**src/rtl/reg_watch_pkg.sv**
```systemverilog
// Shared types for the register watch/trace block: event kinds, FSM states, trace header.
// Latency: none (types and constants only).
// Backpressure: not applicable.
package reg_watch_pkg;

    // Event kind carried in the top two bits of every trace entry.
    typedef enum logic [1:0] {
        KIND_W  = 2'd0,
        KIND_R1 = 2'd1,
        KIND_R2 = 2'd2
    } kind_t;

    // Capture state: RUN records events, FROZEN holds the trace after a drop.
    typedef enum logic {
        ST_RUN    = 1'b0,
        ST_FROZEN = 1'b1
    } state_t;

    localparam int SLOT_W = 3;

    // Fixed-width leading part of a trace entry; addr and data follow it.
    typedef struct packed {
        kind_t             kind;
        logic [SLOT_W-1:0] slot;
    } trace_hdr_t;

    localparam int HDR_W = $bits(trace_hdr_t);

endpackage

```
**src/rtl/trace_fifo.sv**
```systemverilog
// Generic first-word-fall-through FIFO holding trace entries.
// Latency: a push is visible at head_dat the cycle after it is written into an empty FIFO.
// Backpressure: push is ignored when full unless a pop happens in the same cycle.
module trace_fifo #(
    parameter int WIDTH = 18,
    parameter int DEPTH = 8
) (
    input  logic             clk,
    input  logic             reset,
    input  logic             push,
    input  logic [WIDTH-1:0] push_dat,
    input  logic             pop,
    output logic [WIDTH-1:0] head_dat,
    output logic             full,
    output logic             empty
);
    localparam int PW = $clog2(DEPTH);

    logic [WIDTH-1:0] mem [DEPTH];
    logic [PW-1:0]    wr_ptr;
    logic [PW-1:0]    rd_ptr;
    logic [PW:0]      count;
    logic             do_push;
    logic             do_pop;

    assign full     = (count == (PW+1)'(DEPTH));
    assign empty    = (count == '0);
    assign do_pop   = pop && !empty;
    assign do_push  = push && (!full || do_pop);
    // Head reads as zero when empty so the output is clean out of reset.
    assign head_dat = empty ? '0 : mem[rd_ptr];

    // Pointers wrap naturally because DEPTH is a power of two.
    always_ff @(posedge clk) begin
        if (reset) begin
            wr_ptr <= '0;
            rd_ptr <= '0;
            count  <= '0;
        end else begin
            if (do_push) wr_ptr <= wr_ptr + PW'(1);
            if (do_pop)  rd_ptr <= rd_ptr + PW'(1);
            count <= count + (PW+1)'(do_push) - (PW+1)'(do_pop);
        end
    end

    // Storage array is not reset; entries are only observable once written.
    always_ff @(posedge clk) begin
        if (do_push) mem[wr_ptr] <= push_dat;
    end

endmodule

```
**src/rtl/reg_watch_trace.sv**
```systemverilog
// Watches register-file read/write ports against configurable address slots and traces hits.
// Latency: an event captured in cycle t appears on tr_valid/tr_data in cycle t+1 if the FIFO was empty.
// Backpressure: tr_ready low stalls the FIFO; events arriving when it is full are dropped and counted.
module reg_watch_trace
    import reg_watch_pkg::*;
#(
    parameter int N      = 8,
    parameter int AW     = 5,
    parameter int NWATCH = 4,
    parameter int DEPTH  = 8,
    parameter int CW     = 16
) (
    input  logic                                    clk,
    input  logic                                    reset,
    input  logic [AW-1:0]                           rd1_addr,
    input  logic [AW-1:0]                           rd2_addr,
    input  logic [N-1:0]                            rd1_data,
    input  logic [N-1:0]                            rd2_data,
    input  logic                                    wr_en,
    input  logic [AW-1:0]                           wr_addr,
    input  logic [N-1:0]                            wr_data,
    input  logic                                    cfg_we,
    input  logic [((NWATCH>1)?$clog2(NWATCH):1)-1:0] cfg_idx,
    input  logic [AW-1:0]                           cfg_addr,
    input  logic [2:0]                              cfg_mask,
    input  logic                                    cfg_stop,
    input  logic                                    clear,
    output logic                                    tr_valid,
    input  logic                                    tr_ready,
    output logic [2+3+AW+N-1:0]                     tr_data,
    output logic                                    frozen,
    output logic [CW-1:0]                           drop_count
);
    localparam int TW = HDR_W + AW + N;

    logic [AW-1:0]     slot_addr [NWATCH];
    logic [2:0]        slot_mask [NWATCH];
    logic [2:0]        hit;
    logic [SLOT_W-1:0] w_slot, r1_slot, r2_slot;
    trace_hdr_t        ev_hdr;
    logic [AW-1:0]     ev_addr;
    logic [N-1:0]      ev_dat;
    logic [1:0]        n_lost;
    logic [1:0]        drops;
    logic              push, pop, cnt_clear;
    logic              fifo_full, fifo_empty;
    logic [CW:0]       drop_sum;
    state_t            state_q, state_d;

    // Slot configuration; a write takes effect from the following cycle.
    always_ff @(posedge clk) begin
        if (reset) begin
            for (int i = 0; i < NWATCH; i++) begin
                slot_addr[i] <= '0;
                slot_mask[i] <= '0;
            end
        end else if (cfg_we && (int'(cfg_idx) < NWATCH)) begin
            slot_addr[cfg_idx] <= cfg_addr;
            slot_mask[cfg_idx] <= cfg_mask;
        end
    end

    // Per-port match; scanning high to low leaves the lowest matching slot.
    always_comb begin
        hit     = '0;
        w_slot  = '0;
        r1_slot = '0;
        r2_slot = '0;
        for (int i = NWATCH - 1; i >= 0; i--) begin
            if (wr_en && slot_mask[i][0] && slot_addr[i] == wr_addr) begin
                hit[0] = 1'b1;
                w_slot = SLOT_W'(i);
            end
            if (slot_mask[i][1] && slot_addr[i] == rd1_addr) begin
                hit[1]  = 1'b1;
                r1_slot = SLOT_W'(i);
            end
            if (slot_mask[i][2] && slot_addr[i] == rd2_addr) begin
                hit[2]  = 1'b1;
                r2_slot = SLOT_W'(i);
            end
        end
    end

    // Pick the single event to trace (W > R1 > R2); every other hit is lost.
    always_comb begin
        ev_hdr.kind = KIND_W;
        ev_hdr.slot = w_slot;
        ev_addr     = wr_addr;
        ev_dat      = wr_data;
        if (!hit[0]) begin
            if (hit[1]) begin
                ev_hdr.kind = KIND_R1;
                ev_hdr.slot = r1_slot;
                ev_addr     = rd1_addr;
                ev_dat      = rd1_data;
            end else begin
                ev_hdr.kind = KIND_R2;
                ev_hdr.slot = r2_slot;
                ev_addr     = rd2_addr;
                ev_dat      = rd2_data;
            end
        end
        n_lost = 2'(hit[0]) + 2'(hit[1]) + 2'(hit[2]) - 2'(|hit);
    end

    assign pop      = tr_valid && tr_ready;
    assign tr_valid = !fifo_empty;
    assign frozen   = (state_q == ST_FROZEN);

    trace_fifo #(
        .WIDTH (TW),
        .DEPTH (DEPTH)
    ) u_fifo (
        .clk      (clk),
        .reset    (reset),
        .push     (push),
        .push_dat ({ev_hdr, ev_addr, ev_dat}),
        .pop      (pop),
        .head_dat (tr_data),
        .full     (fifo_full),
        .empty    (fifo_empty)
    );

    // Capture state register.
    always_ff @(posedge clk) begin
        if (reset) state_q <= ST_RUN;
        else       state_q <= state_d;
    end

    // Capture FSM: decides push, drop amount and counter clear for this cycle.
    always_comb begin
        state_d   = state_q;
        push      = 1'b0;
        drops     = '0;
        cnt_clear = 1'b0;
        unique case (state_q)
            ST_RUN: begin
                push  = |hit;
                drops = n_lost + 2'(push && fifo_full && !pop);
                if (clear) begin
                    cnt_clear = 1'b1;
                end else if (cfg_stop && drops != '0) begin
                    state_d = ST_FROZEN;
                end
            end
            ST_FROZEN: begin
                if (clear) begin
                    state_d   = ST_RUN;
                    cnt_clear = 1'b1;
                end
            end
            default: state_d = ST_RUN;
        endcase
    end

    assign drop_sum = {1'b0, drop_count} + (CW+1)'(drops);

    // Saturating drop counter; clear wins over any drops in the same cycle.
    always_ff @(posedge clk) begin
        if (reset || cnt_clear) drop_count <= '0;
        else if (drop_sum[CW])  drop_count <= '1;
        else                    drop_count <= drop_sum[CW-1:0];
    end

endmodule

```
**config.mk**
```make
export PLATFORM = sky130hd
export DESIGN_NAME = reg_watch_trace
export DESIGN_NICKNAME = d
export VERILOG_FILES = /design/src/rtl/reg_watch_pkg.sv /design/src/rtl/trace_fifo.sv /design/src/rtl/reg_watch_trace.sv
export SDC_FILE = /design/constraint.sdc
export NUM_CORES = 1
export LEC_CHECK = 0
export BUFFER_PORTS_ARGS = -buffer_cell sky130_fd_sc_hd__buf_2
export CAP_MARGIN = 5
export CORE_UTILIZATION = 55
export CTS_BUF_LIST = sky130_fd_sc_hd__clkbuf_4 sky130_fd_sc_hd__clkbuf_8 sky130_fd_sc_hd__clkbuf_16
export DETAILED_ROUTE_END_ITERATION = 7
export GPL_TIMING_DRIVEN = 1
export PLACE_DENSITY_LB_ADDON = 0.25
export SLEW_MARGIN = 20
export SYNTH_ARGS = -nofsm -noshare
export SYNTH_HDL_FRONTEND = slang
export SYNTH_SLANG_ARGS = --single-unit
```
**constraint.sdc**
```tcl
create_clock -name clk -period 7.8 [get_ports clk]
set_input_delay 0.39 -clock clk [delete_from_list [all_inputs] [get_ports clk]]
set_output_delay 0.39 -clock clk [all_outputs]
set_load 0.1 [all_outputs]
```
; ---- Word level (Yosys, flattened, before mapping)
; Memory sizes are Yosys's and may differ from the RTL's. A register that Yosys moved wholly into a read port is not among the register bits.
; Cells that the tools add are included.
[word_totals]
reg_bits = 27
ramBits = 176
input_bits = 56
out_inout_bits = 36
elab_cells = 117
memories = 3
[memory_table]
columns = name, depth, word_bits, read_ports, rd_ports_with_merged_regs, wr, line_no
row1 = u_fifo.mem, 8, 18, 1, 1, 1, trace_fifo.sv:19  ; logic [WIDTH-1:0] mem [DEPTH];
row2 = slot_addr, 4, 5, 4, 0, 4, reg_watch_trace.sv:36  ; logic [AW-1:0] slot_addr [NWATCH];
row3 = slot_mask, 4, 3, 4, 0, 4, reg_watch_trace.sv:37  ; logic [2:0] slot_mask [NWATCH];
[op_classes]
add_sub_neg = 9
n_eq_ne = 13
muxes = 54
bitwise = 1
reduce_logical = 32
[ops]
columns = operator, count
row1 = 5-bit equality test, 12
row2 = 3-bit two-way mux, 12
row3 = 1-bit two-way mux, 26
row4 = 5-bit two-way mux, 5
row5 = 1-bit logical AND, 22
row6 = 18-bit two-way mux, 1
row7 = 16-bit by 2-bit adder with 17-bit output, 1
row8 = 16-bit two-way mux, 1
row9 = 8-bit two-way mux, 2
row10 = 2-bit two-way mux, 6
row11 = "3-bit by 1-bit adder with 3-bit output, second input constant", 2
row12 = 3-bit OR reduction, 2
row13 = 5-bit OR reduction, 1
row14 = 2-bit by 1-bit adder with 2-bit output, 2
row15 = 4-bit by 1-bit adder with 4-bit output, 1
row16 = "4-bit equality test, second input constant", 1
row17 = 4-bit zero test, 1
row18 = 4-bit by 1-bit subtractor with 4-bit output, 1
row19 = 1-bit zero test, 3
row20 = 1-bit by 1-bit adder with 2-bit output, 1
row21 = 1-bit logical OR, 2
row22 = 1-bit one-hot mux with 2 select lines, 1
row23 = 2-bit nonzero test, 1
row24 = 2-bit by 1-bit subtractor with 2-bit output, 1
row25 = 1-bit NOT, 1

; ---- Logic depth before layout (Yosys ltp)
; Gate-level depths: netlist (run 1).
; An unclocked memory read counts as a cell.
[logic_depth]
ltp_word = 16
depth_mapped = 22
depth_no_buf = 20

; ---- By module
; Synthesis (run 1) repeated with hierarchy kept, for this count alone.
[unflattened]
cells_unflattened = 631
hier_area_um2 = 9379.0
[modules_own_cells]
columns = mod, instances, cells_each, area_each_um2, seq_area_each_um2
row1 = trace_fifo, 1, 294, 6115.9, 4584.4
row2 = reg_watch_trace, 1, 337, 3263.1, 1301.2

; ---- Worst setup path after synthesis (run 1)
; No wires, ideal clock.
[synth_path]
path_kind = input -> register
startpoint = input port rd1_addr[1]
endpoint = register drop_count[10]
setup_time_ns = 0.070
arrival_ns = 4.690
t_required_ns = 7.730
path_slack_ns = 3.040
stages = 20
path_buffers = 3
cell_sequence = buf_2 > xor2_1 > nor4_1 > and3_4 > nor4_4 > buf_6 > nand3_2 > ha_1 > fa_1 > inv_1 > ha_1 > xor2_1 > xnor2_1 > nand2_1 > fa_1 > nand3b_1 > nor4_1 > nand4_1 > clkbuf_1 > a21oi_1
[synth_via]
elab_chain_cells = 13
elab_cells_between_ends = 22
classes_between = 5 x add/sub / 4 x eq/ne / 6 x mux / 7 x reduce/logical
[synth_rtl]
columns = item, line_no
row1 = start: declaration, reg_watch_trace.sv:15  ; input logic [AW-1:0] rd1_addr,
row2 = 5-bit equality test, reg_watch_trace.sv:74  ; if (slot_mask[i][1] && slot_addr[i] == rd1_addr) begin
row3 = 1-bit logical AND, reg_watch_trace.sv:74
row4 = 1-bit two-way mux (3 in series), reg_watch_trace.sv:74
row5 = 1-bit two-way mux (*), reg_watch_trace.sv:74
row6 = 1-bit by 1-bit adder with 2-bit output / 3-bit OR reduction (equally long branches), "reg_watch_trace.sv:104, reg_watch_trace.sv:139"
row7 = 2-bit by 1-bit adder with 2-bit output / 1-bit logical AND (equally long branches), "reg_watch_trace.sv:104, reg_watch_trace.sv:140"
row8 = 2-bit by 1-bit subtractor with 2-bit output / 1-bit logical AND (equally long branches), "reg_watch_trace.sv:104, reg_watch_trace.sv:140"
row9 = 2-bit by 1-bit adder with 2-bit output (*), reg_watch_trace.sv:140  ; drops = n_lost + 2'(push && fifo_full && !pop);
row10 = 2-bit two-way mux (*), reg_watch_trace.sv:137  ; unique case (state_q)
row11 = 16-bit by 2-bit adder with 17-bit output (*), reg_watch_trace.sv:157  ; assign drop_sum = {1'b0, drop_count} + (CW+1)'(drops);
row12 = 16-bit two-way mux (*), reg_watch_trace.sv:162  ; else if (drop_sum[CW]) drop_count <= '1;
row13 = end signal: assignment, reg_watch_trace.sv:163  ; else drop_count <= drop_sum[CW-1:0];
row14 = end: declaration, reg_watch_trace.sv:32  ; output logic [CW-1:0] drop_count
; Mark *: on every way between the ends. The rest lies on a longest branch, timed or not.
; A chain may end at the register's enable or synchronous reset.

==> impl_metrics.yaml, run 1 <==
sta:
  rsz0062_at_grt: "false"
  min_period_over_period_pct: 69.4
  finalSetupTns_ns: 0
  worst_slew_pin_slew_ns: 1.07
  setup_viol: 0
  report.final.slew_viol_count: 0
  fin_skew_ns: 0.0111
  hold_viol_final: 0
  fmax_ghz: 0.185
  slew_headroom_pct: 28.4
  min_period_ns: 5.41
layout:
  final_cell_mix: "168 x edfxtp_1, 90 x buf_2, 56 x xor2_1"
  fin_nets: 777
  final_common_cell: "edfxtp_1"
  ff_latch_area_um2: 5650
  diodes: 0
  drive_gt1_share_pct: 24.2
  syn_to_final_growth_pct: 11.7
  fillers: 1236
  multiInputGateArea_um2: 3280
floorplanning:
  core_area_um2: 16500
  ios: 92
  die_w_um: 132
  rows: 47
  start_util_pct: 55.9
  dieHeight_um: 132
  die_area_um2: 17300
hold_path:
  hp-class: "input port to flip-flop"
  hold_path_depth: 3
cts:
  cts_tree: "yes"
  clock_latency_ns: 0.44
  hold_buffers: 0
  ctsResizeCount: 0
  cts_made_buffers: 17
  htreeDepth: 4
  cts_max_path_buffers: 2
  clk_pin_slew_ns: 0.08
  clock-sinks: 198
  root_buffer: "clkbuf_16"
  post_cts_buffers: 0
yosys:
  synthTopCellsByArea: "edfxtp_1 55%, mux4_2 8.3%, dfxtp_1 6.5%"
  async_reset_ff_share_pct: 0
  synth_top_cell_by_area: "edfxtp_1"
  synth_top_area_share_pct: 54.6
  netlist_instances: 635
  ys_seq_area_share_pct: 61.1
  avgSynthCellArea_um2: 14.6
  syn_area_um2: 9240
  ys.flop_type: "edfxtp_1"
  ys_ff_latch: 198
  synth-edff-count: 168
  ys.warnings.count: 0
  syn_nets: 706
  yosysUniqueCellTypes: 58
global_route:
  antenna_found_initial: 0
  grt_pass1_wl_mm: 29.2
  grtUsageTotal_pct: 22.4
  grt_max_degree: 35
  overflow: 0
  grt_pass1_vias: 5469
route:
  drc: 0
  ant_nets: 0
  detail_route.vias_per_cell: 5.61
  firstDrtPassIters: 4
  post_drt_wl_per_cell_um: 19.4
  drt-initial-drc-count: 288
  drt-total-wl_mm: 18.2
  via_count: 5271
placed_design:
  finalWeightedCongestion: 0.901
  port-buffer-count: 90
  dp_hpwl_mm: 12.0
run_status:
  outcome: "complete, no violations"
pwr:
  power.total_mw: 3.16
  cellPowerDensity_nw_per_um2: 306
  power_leakage_nw: 3.74
  vdd_drop_max_uv: 248
setup_path:
  path_cells: "xor2_1 -> nor4_1 -> and3_4 -> nor4_4 -> nand3_2 -> ha_1 -> fa_1 -> inv_1 -> ha_1 -> xor2_1 -> xnor2_1 -> nand2_1 -> fa_1 -> nand3b_1 -> nor4_1 -> nand4_1 -> a21oi_1"
  arrival_ns: 5.78
  cp_top_family: "simple AND/OR/NAND/NOR gates"
  max_stage_delay_ns: 0.60
  worst-path-max-fanout: 13
  crit_slowest_cell: "nor4_4"
  r2r_cells: 17
  worst-setup-path-type: "flip-flop to flip-flop"
  worst_setup_path_end_kind: "flip-flop"
  r2r_slack_ns: 2.39
  start_kind: "flip-flop"
  worstSetupPathDepth: 17
  required_ns: 8.16
  path_buf_inv: 1
job:
  maxCapViolations: 0
[power breakdown]
group	internal [mW]	switching (mW)	leakage, nW
logic	0.288	0.769	1.68
clock network	0.449	0.404	0.274
registers	1.22	0.0317	1.78
total	1.95	1.20	3.74
[worst reg2reg max path, cell delays in order (launching register included)]
cell      delay [ns]
edfxtp_1        0.46
xor2_1          0.19
nor4_1          0.10
and3_4          0.19
nor4_4          0.60
nand3_2         0.17
ha_1            0.34
fa_1            0.52
inv_1           0.04
ha_1            0.17
xor2_1          0.15
xnor2_1         0.18
nand2_1         0.12
fa_1            0.44
nand3b_1        0.24
nor4_1          0.57
nand4_1         0.55
a21oi_1         0.30
[path summary, 6_finish.rpt]
check,endpoint,start
worst max-delay path,drop_count[1]$_SDFF_PP0_,slot_addr[0][2]$_SDFFCE_PN0P_
worst min-delay path,frozen$_SDFF_PP0_,cfg_stop
worst max register to register,drop_count[1]$_SDFF_PP0_,slot_addr[0][2]$_SDFFCE_PN0P_
worst min register to register,u_fifo.rd_ptr[1]$_SDFFE_PP0P_,u_fifo.rd_ptr[1]$_SDFFE_PP0P_
[cell families after synthesis]
group	Yosys count	synth area share (%)
adder cells (fa/ha/maj)	15	2.27
buffers and inverters	60	3.44
XOR/XNOR	77	7.30
flip-flops	198	61.1
multiplexers	66	11.7
AND/OR/NAND/NOR	170	11.0
AO/OA/AOI/OAI	48	3.17
other	1	0.0406
[final cells by class]
type,count,area share [%]
multi-input combinational,377,31.8
clock buffer,17,4.12
timing repair buffer,94,4.65
inverter,18,0.654
tap,220,2.67
clock inverter,15,1.43
sequential,198,54.7
[per-layer routing]
layer	part of all wire (%)	vias up	track usage [%]	wire length, um
li1	-	2485	-	-
met3	3.2	29	3.82	591
met5	0	-	0	0
met4	2.1	0	9.17	386
met2	49	129	36.7	9000
met1	45	2628	29.7	8210
[Yosys cell counts, types with 2 or more instances]
cell type	number
a211oi_1	2
a21oi_1	20
and2_1	33
and3_1	6
and3_4	2
and3b_1	3
and4_1	3
and4b_1	4
buf_1	2
buf_2	13
buf_4	4
buf_6	6
clkbuf_1	16
dfxtp_1	30
edfxtp_1	168
fa_1	3
ha_1	12
inv_1	17
mux2i_1	32
mux4_2	34
nand2_1	24
nand2b_1	6
nand3_1	8
nand4_1	9
nor2_1	34
nor2b_1	6
nor3_1	4
nor3b_1	2
nor4_1	11
nor4_2	2
o21ai_0	2
o21ai_1	13
or2_2	4
xnor2_1	21
xor2_1	56
[sequential cells by signal (all words and copies together), names as in the netlist, named ones only]
signal	count
drop_count	16
frozen	1
slot_addr	20
slot_mask	12
u_fifo.count	4
u_fifo.mem	136
u_fifo.rd_ptr	3
u_fifo.wr_ptr	3
[per-stage QoR]
stage	hold slack (ns)	std cells	worst slack [ns]	util [%]	area, um2
6_report	0.241	939	2.39	62.5	10300
2_1_floorplan	0.454	635	3.04	-	9240
5_1_grt	0.252	939	1.91	62.5	10300
3_3_place_gp	0.476	907	2.57	59.0	9750
3_5_place_dp	0.494	907	2.35	59.0	9750
4_1_cts	0.232	939	2.40	62.5	10300
No activity file was read; power rests on OpenSTA's default activity.
==> inputs of run 2 (changes only) <==
--- a/config.mk
+++ b/config.mk
@@ -5,6 +5,7 @@
 export SDC_FILE = /design/constraint.sdc
 export NUM_CORES = 1
 export LEC_CHECK = 0
+export ABC_AREA = 1
 export BUFFER_PORTS_ARGS = -buffer_cell sky130_fd_sc_hd__buf_2
 export CAP_MARGIN = 5
 export CORE_UTILIZATION = 55
==> constraint.sdc (replaced) <==
create_clock -name clk -period 5.3 [get_ports clk]
set_input_delay 0.265 -clock clk [delete_from_list [all_inputs] [get_ports clk]]
set_output_delay 0.265 -clock clk [all_outputs]
set_load 0.1 [all_outputs]
==> run 2 against run 1 <==
  * Utilization grew 1.7 points
  * Clock skew grew 0.0022 ns
  * Setup slack lost 1.5 ns
  * Worst hold slack lost 0.16 ns
  * Sequential power grew 49%
  * Area after synthesis grew 2.4%
  * Wire length grew 16%
  * Non-clock buffer count grew 6
  * Synthesized cell count grew 60%
  * Design area grew 3.8%
  * Die area grew 2.4%
  * Via count grew 37%
==> impl_metrics.yaml, run 2 <==
global_route:
  antenna_found_initial: 0
  grtUsageTotal_pct: 25.2
  overflow: 0
  grt_max_degree: 70
  grt_pass1_wl_mm: 34.1
  grt_pass1_vias: 6766
setup_path:
  r2r_cells: 26
  required_ns: 5.68
  worst-path-max-fanout: 9
  worst-setup-path-type: "flip-flop to flip-flop"
  startpoint: "slot_addr[2][0]$_SDFFCE_PN0P_"
  start_kind: "flip-flop"
  worst_setup_path_end_kind: "flip-flop"
  rr_startpoint: "slot_addr[2][0]$_SDFFCE_PN0P_"
  arrival_ns: 4.80
sta:
  fin_skew_ns: 0.0134
  min_period_over_period_pct: 83.3
  hold_viol_final: 0
  min_period_ns: 4.42
  slew_headroom_pct: 23.9
  fmax_ghz: 0.226
  whs_ns: 0.0786
  finalSetupTns_ns: 0
  setup_viol: 0
  worst_slew_pin_slew_ns: 1.14
  report.final.slew_viol_count: 0
  rsz0062_at_grt: "false"
cts:
  clock-sinks: 198
  cts_made_buffers: 17
  clock_latency_ns: 0.44
  cts_tree: "yes"
  htreeDepth: 4
  post_cts_buffers: 0
  cts_max_path_buffers: 2
  root_buffer: "clkbuf_16"
  ctsResizeCount: 0
  clk_pin_slew_ns: 0.07
  hold_buffers: 0
yosys:
  netlist_instances: 1018
  synth_top_area_share_pct: 53.3
  syn_area_um2: 9470
  async_reset_ff_share_pct: 0
  synth_top_cell_by_area: "edfxtp_1"
  synthTopCellsByArea: "edfxtp_1 53%, nand2_1 8.9%, nor2_1 8.2%"
  yosysUniqueCellTypes: 40
  avgSynthCellArea_um2: 9.30
  yosys-top-cells-count: "224 x nand2_1, 208 x nor2_1, 168 x edfxtp_1"
  synth_most_common_cell: "nand2_1"
  synth-edff-count: 168
  syn_nets: 1089
  ys_ff_latch: 198
  ys_seq_area_share_pct: 59.6
  ys.warnings.count: 0
  ys.flop_type: "edfxtp_1"
route:
  drc: 0
  drt-initial-drc-count: 555
  drt-total-wl_mm: 21.2
  via_count: 7228
  detail_route.vias_per_cell: 5.41
  firstDrtPassIters: 5
  ant_nets: 0
  post_drt_wl_per_cell_um: 15.8
placed_design:
  port-buffer-count: 90
  dp_hpwl_mm: 13.7
  finalWeightedCongestion: 1.00
  place_area_um2: 10100
layout:
  final_cell_mix: "224 x nand2_1, 205 x nor2_1, 168 x edfxtp_1"
  reg.largest.list: "u_fifo.mem x136, slot_addr x20, drop_count x16"
  syn_to_final_growth_pct: 13.1
  final_cell_area_um2: 10700
  final_common_cell: "nand2_1"
  drive_gt1_share_pct: 15.3
  diodes: 0
  fin_nets: 1175
  max_flop_register: "u_fifo.mem"
  largest_register_ffs: 136
  fillers: 1369
pwr:
  cellPowerDensity_nw_per_um2: 477
  power_leakage_nw: 4.50
  vdd_drop_max_uv: 429
floorplanning:
  rows: 47
  ios: 92
  dieHeight_um: 133
  die_area_um2: 17700
  die_w_um: 133
  start_util_pct: 56.7
  core_area_um2: 16700
hold_path:
  hp-class: "input port to flip-flop"
  hold_path_depth: 2
  holdCritStartpoint: "reset"
run_status:
  outcome: "complete, no violations"
job:
  maxCapViolations: 0
[run 2: where the power goes]
group / switching, mW / internal [mW] / total, mW
Sequential: 0.0456 / 1.82 / 1.86
Clock: 0.545 / 0.742 / 1.29
Combinational: 1.57 / 0.394 / 1.96
Total: 2.16 / 2.95 / 5.11
[run 2: path summary, 6_finish.rpt]
kind                            slack, ns                             to
worst min register to register       0.47  u_fifo.rd_ptr[2]$_SDFFE_PP0P_
worst max register to register       0.88      drop_count[14]$_SDFF_PP0_
worst max-delay path                 0.88      drop_count[14]$_SDFF_PP0_
worst min-delay path                 0.08     u_fifo.count[1]$_SDFF_PP0_
[run 2: kinds of logic after synthesis]
group	synth area share [%]
simple gates	22.0
fa+ha+maj	2.22
flops	59.6
other cells	0.0396
buf+inv	5.39
compound gates	9.16
xor+xnor	1.57
[run 2: worst max-delay path, cell delays in order, from the launching register on]
cell and delay, ns:
edfxtp_1 0.46, inv_1 0.10, nand2_1 0.05, nand2_1 0.10, nor2_1 0.06, nand3_1 0.12
nand2_1 0.08, nor2_2 0.23, nand3_4 0.16, ha_1 0.32, fa_1 0.52, inv_1 0.04
ha_1 0.18, xnor2_1 0.13, xnor2_1 0.15, nor2_1 0.14, inv_1 0.07, fa_1 0.42
inv_1 0.09, nand3_1 0.13, nor2_2 0.17, nand3b_2 0.14, nor2_4 0.20, inv_2 0.12
nand3_1 0.10, nand2_1 0.05, inv_1 0.05
[run 2: cell type report]
cell class	instances	area [um2]	area share (%)
tap	220	275	2.57
clock buffer	18	433	4.04
timing repair buffer	100	526	4.91
clock inverter	12	150	1.40
inverter	95	359	3.35
multi-input combinational	692	3320	31.0
sequential	198	5650	52.7
[run 2: routing by layer]
metal / up-vias / GRT usage [%] / routed length [um]
li1: 3561 / - / -
met1: 3377 / 32.1 / 8930
met2: 256 / 42.9 / 10500
met3: 34 / 4.15 / 1270
met4: 0 / 10.4 / 473
met5: - / 0 / 0
[run 2: through the flow]
stage	std cells	util, %	setup slack, ns	power (mW)
final	1335	64.1	0.884	5.11
after detailed placement	1305	60.6	0.867	3.86
after global placement	1305	60.6	0.892	3.83
after CTS	1335	64.1	0.888	5.13
after global routing	1335	64.1	0.443	5.36
after floorplan	1018	-	1.22	3.47
==> inputs of run 3 (changes only) <==
==> constraint.sdc (replaced) <==
create_clock -name clk -period 4.55 [get_ports clk]
set_input_delay 0.2275 -clock clk [delete_from_list [all_inputs] [get_ports clk]]
set_output_delay 0.2275 -clock clk [all_outputs]
set_load 0.1 [all_outputs]
==> run 3 against run 2 <==
  * Utilization rose by 0.83 points
  * Power rose by 17%
  * Maximum frequency rose by 3.5%
  * Sequential power rose by 17%
  * Critical path type unchanged
  * Critical endpoint is now drop_count[8]$_SDFF_PP0_
==> impl_metrics.yaml, run 3 (synthesized netlist as in run 2, its figures left out) <==
layout:
  max_flop_register: "u_fifo.mem"
  drive_gt1_share_pct: 16.9
  diodes: 0
  reg.largest.list: "u_fifo.mem x136, slot_addr x20, drop_count x16"
  fin_nets: 1186
  fin_util_pct: 65.0
  final_cell_area_um2: 10900
  syn_to_final_growth_pct: 14.6
  final_common_cell: "nand2_1"
  final_cell_mix: "224 x nand2_1, 204 x nor2_1, 168 x edfxtp_1"
  largest_register_ffs: 136
cts:
  cts_tree: "yes"
  clock_latency_ns: 0.44
  root_buffer: "clkbuf_16"
  clk_pin_slew_ns: 0.07
  clock-sinks: 198
  htreeDepth: 4
  cts_made_buffers: 17
  cts_max_path_buffers: 2
sta:
  whs_ns: 0.0359
  report.final.slew_viol_count: 0
  finalSetupTns_ns: 0
  fmax_ghz: 0.234
  hold_viol_final: 0
  setup_viol: 0
  min_period_over_period_pct: 93.7
  worst_slew_pin_slew_ns: 1.11
  fin_skew_ns: 0.00996
  slew_headroom_pct: 26.2
  min_period_ns: 4.26
job:
  maxCapViolations: 0
pwr:
  vdd_drop_max_uv: 407
  cellPowerDensity_nw_per_um2: 552
  power_leakage_nw: 4.57
placed_design:
  dp_hpwl_mm: 14.2
  place_area_um2: 10100
  finalWeightedCongestion: 0.965
  port-buffer-count: 90
setup_path:
  r2r_cells: 22
  worst_setup_path_end_kind: "flip-flop"
  r2r_slack_ns: 0.29
  arrival_ns: 4.63
  r2r-end: "drop_count[8]$_SDFF_PP0_"
  worst-setup-path-type: "flip-flop to flip-flop"
  worst-path-max-fanout: 5
  required_ns: 4.91
  rr_startpoint: "slot_addr[0][3]$_SDFFCE_PN0P_"
  start_kind: "flip-flop"
route:
  post_drt_wl_per_cell_um: 16.2
  met1_length_mm: 9.21
  drt-total-wl_mm: 21.9
  drt-initial-drc-count: 579
  detail_route.vias_per_cell: 5.38
  ant_nets: 0
  wl_met2_mm: 10.8
  drc: 0
  wl_met3_mm: 1.26
  routed.top_layer: "met4"
  firstDrtPassIters: 7
  via_count: 7246
global_route:
  grt_pass1_vias: 6823
  antenna_found_initial: 0
  overflow: 0
  grtUsageTotal_pct: 25.4
  grt_max_degree: 69
  grt_pass1_wl_mm: 34.3
floorplanning:
  ios: 92
  die_w_um: 133
  start_util_pct: 56.7
  core_area_um2: 16700
  dieHeight_um: 133
  rows: 47
  die_area_um2: 17700
hold_path:
  holdCritStartpoint: "cfg_stop"
  hp-class: "input port to flip-flop"
  hold_end: "frozen$_SDFF_PP0_"
  hold_path_depth: 3
run_status:
  outcome: "complete, no violations"
## run 3: layout make-up
type | count | area [um2]
clock buffer | 19 | 440
clock inverter | 13 | 146
fill | 1382 | 5850
inverter | 95 | 359
multi-input combinational | 692 | 3370
sequential | 198 | 5650
tap | 220 | 275
timing repair buffer | 111 | 608
## run 3: how the worst max path moves through the flow
stage / startpoint / to / cells past startpoint / slack, ns
global route: slot_addr[1][3]$_SDFFCE_PN0P_ / drop_count[14]$_SDFF_PP0_ / 26 / -0.03
finish: slot_addr[0][3]$_SDFFCE_PN0P_ / drop_count[8]$_SDFF_PP0_ / 22 / 0.29
CTS: slot_addr[3][1]$_DFFE_PP_ / drop_count[14]$_SDFF_PP0_ / 26 / 0.10
detailed placement: rd2_addr[1] / drop_count[14]$_SDFF_PP0_ / 27 / 0.12
floorplan: slot_addr[3][0]$_DFFE_PP_ / drop_count[14]$_SDFF_PP0_ / 27 / 0.47
global placement: rd2_addr[1] / drop_count[14]$_SDFF_PP0_ / 27 / 0.21
## run 3: stage by stage
| step | cells | power (mW) | setup slack (ns) |
|---|---|---|---|
| detailed placement | 1305 | 4.50 | 0.115 |
| floorplan | 1018 | 4.04 | 0.469 |
| global placement | 1305 | 4.47 | 0.212 |
| global route | 1348 | 6.25 | -0.0324 |
| CTS | 1337 | 5.98 | 0.102 |
| finish | 1348 | 5.98 | 0.285 |
## run 3: where the power goes
group | internal (mW) | switching [mW] | total (mW)
clock | 0.831 | 0.672 | 1.50
sequential | 2.12 | 0.0538 | 2.17
combinational | 0.475 | 1.84 | 2.31
## run 3: worst max-delay path, cell delays in order (launching register included)
cell,delay [ns]
edfxtp_1,0.38
inv_1,0.15
nor2_1,0.07
a21oi_1,0.16
nand3_1,0.16
nand2_2,0.15
nor2_8,0.06
buf_4,0.16
ha_4,0.24
fa_1,0.50
inv_1,0.04
ha_1,0.18
xnor2_1,0.19
xnor2_1,0.11
nor2_1,0.18
inv_1,0.08
fa_1,0.42
inv_1,0.10
nand3_2,0.12
nor2_4,0.17
nand2_1,0.08
or2_2,0.28
a31oi_1,0.18
## run 3: routing by layer
| metal | track usage (%) | up-vias |
|---|---|---|
| met2 | 43.0 | 259 |
| met5 | 0 | - |
| li1 | - | 3582 |
| met3 | 4.76 | 53 |
| met1 | 32.0 | 3352 |
| met4 | 11.3 | 0 |
## run 3: timing repair
item | in CTS | in global routing
hold buffers | 0 | 0
gates resized for setup | 0 | 10
buffers inserted | 0 | 11
endpoints found under the setup margin | 0 | 16
